`src/rtl/cpu7_ifu_ibiu_pkg.sv`:
```
// rtl/cpu7_ifu_ibiu_pkg.sv - shared state encoding, AXI and exccode constants for the ibiu
package cpu7_ifu_ibiu_pkg;

  typedef enum logic [2:0] {
    IBIU_IDLE  = 3'd0,
    IBIU_ADDR  = 3'd1,
    IBIU_DATA  = 3'd2,
    IBIU_DRAIN = 3'd3,
    IBIU_EXC   = 3'd4
  } ibiu_state_e;

  localparam logic [2:0] AXI_SIZE_4B    = 3'b010;
  localparam logic [1:0] AXI_BURST_INCR = 2'b01;
  localparam logic [1:0] AXI_RESP_OKAY  = 2'b00;

  localparam logic [5:0] ECODE_ADEF   = 6'h08;
  localparam logic [5:0] ECODE_BUSERR = 6'h08;

endpackage

```
`src/rtl/cpu7_ifu_ibiu_rsp.sv`:
```
// rtl/cpu7_ifu_ibiu_rsp.sv - registered fetch result stage with cancel suppression
module cpu7_ifu_ibiu_rsp #(
  parameter int DATA_W = 32
) (
  input  logic              clk,
  input  logic              rst_l,
  input  logic              load_i,
  input  logic              cancel_i,
  input  logic [DATA_W-1:0] rdata_i,
  input  logic              ex_i,
  input  logic [5:0]        exccode_i,
  output logic              valid_o,
  output logic [DATA_W-1:0] rdata_o,
  output logic              ex_o,
  output logic [5:0]        exccode_o
);

  logic fire;
  assign fire = load_i & ~cancel_i;

  // One-cycle result pulse; fields read as zero outside the pulse
  always_ff @(posedge clk or negedge rst_l) begin
    if (!rst_l) begin
      valid_o   <= 1'b0;
      rdata_o   <= '0;
      ex_o      <= 1'b0;
      exccode_o <= '0;
    end else begin
      valid_o   <= fire;
      rdata_o   <= fire ? rdata_i : '0;
      ex_o      <= fire & ex_i;
      exccode_o <= fire ? exccode_i : 6'd0;
    end
  end

endmodule

```
`src/rtl/cpu7_ifu_ibiu.sv`:
```
// rtl/cpu7_ifu_ibiu.sv - instruction bus interface unit, optional macro CPU7_IBIU_ALIGN_CHK_EN
module cpu7_ifu_ibiu
  import cpu7_ifu_ibiu_pkg::*;
#(
  parameter int                ADDR_W     = 32,
  parameter int                DATA_W     = 32,
  parameter logic [3:0]        ARID       = 4'd0,
  parameter logic [5:0]        EXC_ADEF   = ECODE_ADEF,
  parameter logic [5:0]        EXC_BUSERR = ECODE_BUSERR,
  parameter logic [ADDR_W-1:0] UC_BASE    = 32'ha000_0000,
  parameter logic [ADDR_W-1:0] UC_MASK    = 32'he000_0000
) (
  input  logic              clk,
  input  logic              rst_l,
  input  logic              inst_req,
  input  logic [ADDR_W-1:0] inst_addr,
  input  logic              inst_cancel,
  output logic              inst_ack,
  output logic              inst_valid_f,
  output logic [DATA_W-1:0] inst_rdata_f,
  output logic              inst_ex,
  output logic [5:0]        inst_exccode,
  output logic              inst_uncache,
  output logic [1:0]        inst_count,
  output logic              arvalid,
  input  logic              arready,
  output logic [ADDR_W-1:0] araddr,
  output logic [3:0]        arid,
  output logic [7:0]        arlen,
  output logic [2:0]        arsize,
  output logic [1:0]        arburst,
  input  logic              rvalid,
  output logic              rready,
  input  logic [DATA_W-1:0] rdata,
  input  logic [1:0]        rresp,
  input  logic              rlast
);

  ibiu_state_e       state_q;
  logic [ADDR_W-1:0] addr_q;
  logic              uncache_q;
  logic              cancel_q;
  logic              arvalid_q;
  logic              rready_q;

  logic              rsp_load;
  logic [DATA_W-1:0] rsp_data;
  logic              rsp_ex;
  logic [5:0]        rsp_code;
  logic [ADDR_W-1:0] ar_word;
  logic              unused_ok;

  // Acceptance is only possible from IDLE and never alongside a cancel
  assign inst_ack = (state_q == IBIU_IDLE) & inst_req & ~inst_cancel;

`ifdef CPU7_IBIU_ALIGN_CHK_EN
  assign ar_word   = addr_q;
  assign unused_ok = rlast;
`else
  assign ar_word   = {addr_q[ADDR_W-1:2], 2'b00};
  assign unused_ok = ^{rlast, addr_q[1:0], EXC_ADEF};
`endif

  assign arvalid      = arvalid_q;
  assign araddr       = arvalid_q ? ar_word : '0;
  assign arid         = ARID;
  assign arlen        = 8'd0;
  assign arsize       = AXI_SIZE_4B;
  assign arburst      = AXI_BURST_INCR;
  assign rready       = rready_q;
  assign inst_uncache = uncache_q;
  assign inst_count   = {1'b0, inst_valid_f};

  // Result capture: bus response in DATA, local address fault in EXC
  always_comb begin
    rsp_load = 1'b0;
    rsp_data = '0;
    rsp_ex   = 1'b0;
    rsp_code = 6'd0;
    case (state_q)
      IBIU_DATA: begin
        if (rvalid) begin
          rsp_load = 1'b1;
          rsp_data = rdata;
          rsp_ex   = (rresp != AXI_RESP_OKAY);
          rsp_code = (rresp != AXI_RESP_OKAY) ? EXC_BUSERR : 6'd0;
        end
      end
`ifdef CPU7_IBIU_ALIGN_CHK_EN
      IBIU_EXC: begin
        rsp_load = 1'b1;
        rsp_ex   = 1'b1;
        rsp_code = EXC_ADEF;
      end
`endif
      default: ;
    endcase
  end

  // Fetch sequencing; AR cannot be withdrawn, so a cancel in ADDR is remembered and drained later
  always_ff @(posedge clk or negedge rst_l) begin
    if (!rst_l) begin
      state_q   <= IBIU_IDLE;
      addr_q    <= '0;
      uncache_q <= 1'b0;
      cancel_q  <= 1'b0;
      arvalid_q <= 1'b0;
      rready_q  <= 1'b0;
    end else begin
      case (state_q)
        IBIU_IDLE: begin
          uncache_q <= 1'b0;
          cancel_q  <= 1'b0;
          if (inst_ack) begin
            addr_q    <= inst_addr;
            uncache_q <= ((inst_addr & UC_MASK) == UC_BASE);
`ifdef CPU7_IBIU_ALIGN_CHK_EN
            if (inst_addr[1:0] != 2'b00) begin
              state_q <= IBIU_EXC;
            end else begin
              state_q   <= IBIU_ADDR;
              arvalid_q <= 1'b1;
            end
`else
            state_q   <= IBIU_ADDR;
            arvalid_q <= 1'b1;
`endif
          end
        end
        IBIU_ADDR: begin
          if (arready) begin
            arvalid_q <= 1'b0;
            rready_q  <= 1'b1;
            cancel_q  <= 1'b0;
            state_q   <= (inst_cancel | cancel_q) ? IBIU_DRAIN : IBIU_DATA;
          end else if (inst_cancel) begin
            cancel_q <= 1'b1;
          end
        end
        IBIU_DATA: begin
          if (rvalid) begin
            rready_q <= 1'b0;
            state_q  <= IBIU_IDLE;
          end else if (inst_cancel) begin
            state_q <= IBIU_DRAIN;
          end
        end
        IBIU_DRAIN: begin
          if (rvalid) begin
            rready_q <= 1'b0;
            state_q  <= IBIU_IDLE;
          end
        end
        IBIU_EXC: begin
          state_q <= IBIU_IDLE;
        end
        default: begin
          state_q   <= IBIU_IDLE;
          arvalid_q <= 1'b0;
          rready_q  <= 1'b0;
        end
      endcase
    end
  end

  cpu7_ifu_ibiu_rsp #(
    .DATA_W(DATA_W)
  ) u_rsp (
    .clk      (clk),
    .rst_l    (rst_l),
    .load_i   (rsp_load),
    .cancel_i (inst_cancel),
    .rdata_i  (rsp_data),
    .ex_i     (rsp_ex),
    .exccode_i(rsp_code),
    .valid_o  (inst_valid_f),
    .rdata_o  (inst_rdata_f),
    .ex_o     (inst_ex),
    .exccode_o(inst_exccode)
  );

endmodule

```
`config.mk`:
```
export PLATFORM = sky130hd
export DESIGN_NAME = cpu7_ifu_ibiu
export DESIGN_NICKNAME = d
export VERILOG_FILES = /design/src/rtl/cpu7_ifu_ibiu_pkg.sv /design/src/rtl/cpu7_ifu_ibiu_rsp.sv /design/src/rtl/cpu7_ifu_ibiu.sv
export SDC_FILE = /design/constraint.sdc
export NUM_CORES = 1
export LEC_CHECK = 0
export BUFFER_PORTS_ARGS = -buffer_cell sky130_fd_sc_hd__buf_2
export CORE_ASPECT_RATIO = 1.25
export CORE_UTILIZATION = 44
export CTS_CLUSTER_SIZE = 14
export DETAILED_ROUTE_END_ITERATION = 8
export GPL_TIMING_DRIVEN = 0
export PLACE_DENSITY = 0.83
export SLEW_MARGIN = 0
export SYNTH_ARGS = -nofsm -noshare
export SYNTH_HDL_FRONTEND = slang
export SYNTH_SLANG_ARGS = --single-unit
```
`constraint.sdc`:
```
create_clock -name clk -period 2.25 [get_ports clk]
set_input_delay 0.45 -clock clk [delete_from_list [all_inputs] [get_ports clk]]
set_output_delay 0.45 -clock clk [all_outputs]
set_load 0.01 [all_outputs]
```
## Yosys cells after proc, flatten, opt, wreduce, memory -nomap -nowiden

Index checks and enable logic that the tools add are counted.

- Bits in registers: 77
- Input port bits: 73
- Output and inout port bits: 95
- Logic and storage cells: 69

- Eq/ne operators: 11
- Mux-type cells: 29
- Bitwise operators: 8
- Reductions and logical operators: 11

Operators by type and width:

| kind | number |
|---|---|
| 32-bit two-way mux | 4 |
| 4-bit two-way mux | 4 |
| 3-bit two-way mux | 5 |
| 1-bit two-way mux | 12 |
| 3-bit one-hot mux with 4 select lines | 1 |
| 3-bit by 2-bit equality test with 1-bit output (second input constant) | 2 |
| 3-bit equality test (second input constant) | 2 |
| 2-bit != test (second input constant) | 3 |
| 3-bit != test (second input constant) | 2 |
| 1-bit one-hot mux with 3 select lines | 2 |
| 3-bit AND reduction | 2 |
| 1-bit bitwise AND | 4 |
| 2-bit AND reduction | 2 |
| 4-bit AND reduction | 1 |
| 2-bit nonzero test | 2 |
| 2-bit OR reduction | 2 |
| 3-bit by 1-bit equality test with 1-bit output (second input constant) | 1 |
| 3-bit logical NOT | 1 |
| 1-bit inverter | 3 |
| 3-bit OR reduction | 1 |
| 2-bit by 1-bit != test with 1-bit output (second input constant) | 1 |
| 1-bit one-hot mux with 2 select lines | 1 |
| 1-bit bitwise OR | 1 |

## Longest topological paths before layout

- Word-level depth: 5
- Depth in mapped cells: 4
- Mapped depth without buffers: 2

## Hierarchy

A second synthesis with hierarchy kept.

- Cells, all modules: 269
- Area, all modules: 3407.0 um2

Modules (own cells, without submodules):

| module | times used | cells an instance | area an instance (um2) | seq. area each (um2) |
|---|---|---|---|---|
| cpu7_ifu_ibiu | 1 | 181 | 2018.2 | 900.9 |
| cpu7_ifu_ibiu_rsp | 1 | 88 | 1388.8 | 1001.0 |

## Least setup slack after synthesis

No wires, ideal clock.

- Kind: flip-flop to flip-flop
- From: register state_q[0]
- To: register addr_q[3]
- Setup time: 0.125 ns
- Data arrival time: 1.503 ns
- Data required time: 2.125 ns
- Setup slack: 0.622 ns
- Stages on the path, launching flop included: 5
- Path buffers: 2
- Period minus slack after synthesis: 1.628 ns
- Cells stage by stage: dfrtp_1 clkbuf_2 nor4b_4 buf_6 mux2_2

- Longest elaborated chain between the ends: 4

Ends and longest elaborated chain:

| element | RTL line | text |
|---|---|---|
| start: declaration | cpu7_ifu_ibiu.sv:39 | `ibiu_state_e state_q;` |
| start signal: assignment | cpu7_ifu_ibiu.sv:135 | `state_q <= (inst_cancel \| cancel_q) ? IBIU_DRAIN : IBIU_DATA;` |
| 3-bit logical NOT | cpu7_ifu_ibiu.sv:54 | `assign inst_ack = (state_q == IBIU_IDLE) & inst_req & ~inst_cancel;` |
| 1-bit bitwise AND (2 in series) | cpu7_ifu_ibiu.sv:54 |  |
| net inst_ack | cpu7_ifu_ibiu.sv:18 | `output logic inst_ack,` |
| 2-bit AND reduction (no source line) | - |  |
| end signal: assignment | cpu7_ifu_ibiu.sv:115 | `addr_q <= inst_addr;` |
| end: declaration | cpu7_ifu_ibiu.sv:40 | `logic [ADDR_W-1:0] addr_q;` |

The timed path passes the listed nets, and every way through them passes these cells.
A chain may end at the register's enable or synchronous reset.

## Final worst setup path

- From: register state_q[0]
- To: output inst_ack

- Longest elaborated chain between the ends: 3

Ends and longest elaborated chain:

| element | RTL line |
|---|---|
| 3-bit logical NOT | cpu7_ifu_ibiu.sv:54 |
| 1-bit bitwise AND (2 in series) | cpu7_ifu_ibiu.sv:54 |
| end: declaration | cpu7_ifu_ibiu.sv:18 |

Every way passes these cells.

==> flow_summary.yaml <==
logic_synthesis:
  synth_cell_type_count: 23
  syn_inst: 222
  synthMuxAreaShare: 0.116
  synth_xor_area_frac: 0
  ys_warn_count: 0
  avgSynthCellArea_um2: 13.1
  synth_compound_area_frac: 0.0253
  synth-seq-cells: 70
  synthAdderAreaFrac: 0
  yosysTopAreaCellShare: 0.601
  yosysSeqAreaShare: 0.601
  netlist_area_mm2: 0.00292
  yosys-top-cells-area: "dfrtp_1 (60%), and2_1 (13%), mux2_2 (12%)"
  synthSimpleGateAreaFrac: 0.157
  yosys.area.top_type: "dfrtp_1"
  synth_top_family_by_area: "simple AND/OR/NAND/NOR gates"
power:
  vdd_drop_max_v: 0.000635
  power_leakage_nw: 2.30
  power_density_mw_per_mm2: 1060
cts:
  cts_setup_buffers: 1
  clkLatencyLatePin_ns: 0.33
  tritoncts: "done"
  clk_pin_slew_worst_paths_ns: 0.08
  clockBufferDepth: 2
  ctsHoldBuffers: 0
  ctsRootBufferMaster: "clkbuf_8"
  cts_buffers: 9
  cts.sinks: 70
  htree_levels: 3
  cts.repair.resized: 0
timing:
  tns_ns: 0
  fin_crit_ns: 1.95
  rsz0062_at_grt: "no"
  worst_pin_slew_ns: 0.834
  slew_headroom: 0.444
  final_max_slew_viol_count: 0
  fin_skew_ns: 0.00883
  finalWorstSetupSlack_ns: 0.301
  hold_viol: 0
  setup_violations: 0
  fmax_mhz: 513
  period_share: 0.866
floorplanning:
  die_h_um: 93.0
  initial_core_util: 0.464
  design.portCount: 168
  die_area_mm2: 0.00696
  rows: 32
  core_mm2: 0.00629
  die_x_um: 74.8
routing:
  drt-total-wl_um: 5580
  dr.first_iter.drc_count: 66
  vias: 2110
  first_pass_iters: 3
  viasPerCell: 4.34
  final_antenna_net_count: 0
  wire_per_inst_um: 11.5
  drc: 0
critical_path:
  worst-r2r-cell-count: 5
  path_depth: 4
  critPathMaxStageDelay_ns: 0.36
  worstPathRequired_ns: 1.80
  critical_path_buf_inv_count: 3
  cpMaxStageDelayCell: "dfrtp_1"
  r2r_setup_slack_ns: 0.57
  arrival_ns: 1.50
  critPathLaunchType: "flop"
  crit_path_end_kind: "primary output"
  crit_fanout: 10
  worstSetupPathType: "reg -> out"
  cpLargestDelayFamily: "buffers and inverters"
  crit_chain: "clkbuf_2 > nor4b_4 > buf_6 > buf_2"
  rr_startpoint: "state_q[0]"
  timing.rr.end: "addr_q[28]"
global_routing:
  antenna_found_initial: 0
  grt_use_total: 0.178
  grt_pass1_vias: 2120
  grt_pass1_wl_um: 9220
  grt_max_degree: 71
  overflow: 0
cells_and_area:
  layout-drive-gt1-share: 0.551
  antenna_cells: 0
  fin_nets: 469
  fillerInstances: 485
  synthToLayoutAreaGrowth_pct: 38.8
  stdcell_area_mm2: 0.00405
  finish.utilization: 0.644
run:
  cap_violations: 0
place:
  place_congestion: 0.740
  post-place-ws_ns: 0.322
  portBuffers: 139
  placed_cell_area_mm2: 0.00381
  dp_hpwl_um: 4310
run_status:
  outcome: "complete, no violations"
hold_path:
  hold_path_class: "in -> async"
==> area by class of cell <==
type / instances / area, um^2 / area share
sequential: 70 / 1750 / 0.433
multi-input combinational: 134 / 963 / 0.238
timing repair buffer: 140 / 706 / 0.174
buffer: 38 / 275 / 0.0680
clock buffer: 11 / 151 / 0.0374
tap: 85 / 106 / 0.0263
clock inverter: 5 / 81.3 / 0.0201
inverter: 3 / 11.3 / 0.00278
==> synthesized netlist by cell type <==
cell type	count
dfrtp_1	70
and2_1	62
mux2_2	30
buf_4	27
clkbuf_1	6
buf_6	4
inv_1	3
a21o_1	2
conb_1	2
nor2b_1	2
o21a_1	2
a21oi_1	1
a31o_2	1
a41o_1	1
and4bb_1	1
clkbuf_2	1
nand2_1	1
nand3b_1	1
nor4b_4	1
o21ai_0	1
o22a_1	1
o22ai_1	1
or4b_2	1
==> cells in the final DEF, fill, tap and decap left out, drive strengths merged <==
master    synthesis  final
a21oi             1      1
and2             62     62
conb              2     25
inv               3      3
o22a              1      1
buf              31    171
nor4b             1      1
mux2             30     30
or4b              1      1
nand3b            1      1
a21o              2      2
a31o              1      1
dfrtp            70     70
a41o              1      1
clkinv            0      2
clkbuf            7     18
nand2             1      1
and4bb            1      1
nor2b             2      2
o21a              2      2
o21ai             1      1
clkinvlp          0      1
bufinv            0      2
o22ai             1      1
==> logic make-up (layout without fill, tap and decap cells) <==
kind of cell | count (synthesis) | count (layout)
buffers and inverters | 41 | 197
AND/OR/NAND/NOR | 69 | 69
other | 2 | 25
multiplexers | 30 | 30
flip-flops | 70 | 70
AO/OA/AOI/OAI | 10 | 10
==> routing by layer <==
layer  up-vias  track usage  part of all wire  wire length, um
met5         -            0                 0                0
met4         0       0.0723             0.016               90
met3        10       0.0711             0.088              491
met2       107        0.315              0.52             2910
met1       986        0.182              0.37             2080
li1       1007            -                 -                -
==> worst max-delay path by stage <==
| stage | from | to | slack, ns |
|---|---|---|---|
| 2_1_floorplan | state_q[0] | addr_q[3] | 0.62 |
| 3_3_place_gp | inst_cancel | inst_ack | 0.31 |
| 3_5_place_dp | inst_cancel | inst_ack | 0.32 |
| 4_1_cts | state_q[0] | inst_ack | 0.28 |
| 5_1_grt | state_q[0] | inst_ack | 0.18 |
| 6_report | state_q[0] | inst_ack | 0.30 |
==> sequential cells by signal (all words and copies together), names as in the netlist <==
signal and cells:
addr_q 30, arvalid 1, cancel_q 1, inst_uncache 1
rready 1, state_q 2, u_rsp.ex_o 1, u_rsp.rdata_o 32
u_rsp.valid_o 1
==> worst register-to-register path, stage by stage (launching register included) <==
cell and delay [ns]:
dfrtp_1 0.36, clkbuf_2 0.17, nor4b_4 0.31, buf_4 0.21, buf_6 0.16, mux2_2 0.35
==> power by group <==
part           switching, mW  internal, mW  leakage (nW)  total, mW
logic                  0.633         0.748          1.28       1.38
clock network          0.450         0.685         0.116       1.13
registers              0.151          1.61         0.903       1.76
total                   1.23          3.04          2.30       4.28
==> through the flow <==
step,hold slack [ns],cells,power (mW)
after floorplan,0.154,245,2.67
after global placement,0.462,469,3.12
after detailed placement,0.489,469,3.18
after CTS,0.241,486,4.34
after global routing,0.280,486,4.59
final,0.210,486,4.28
Power figures use the tool's default switching activity.
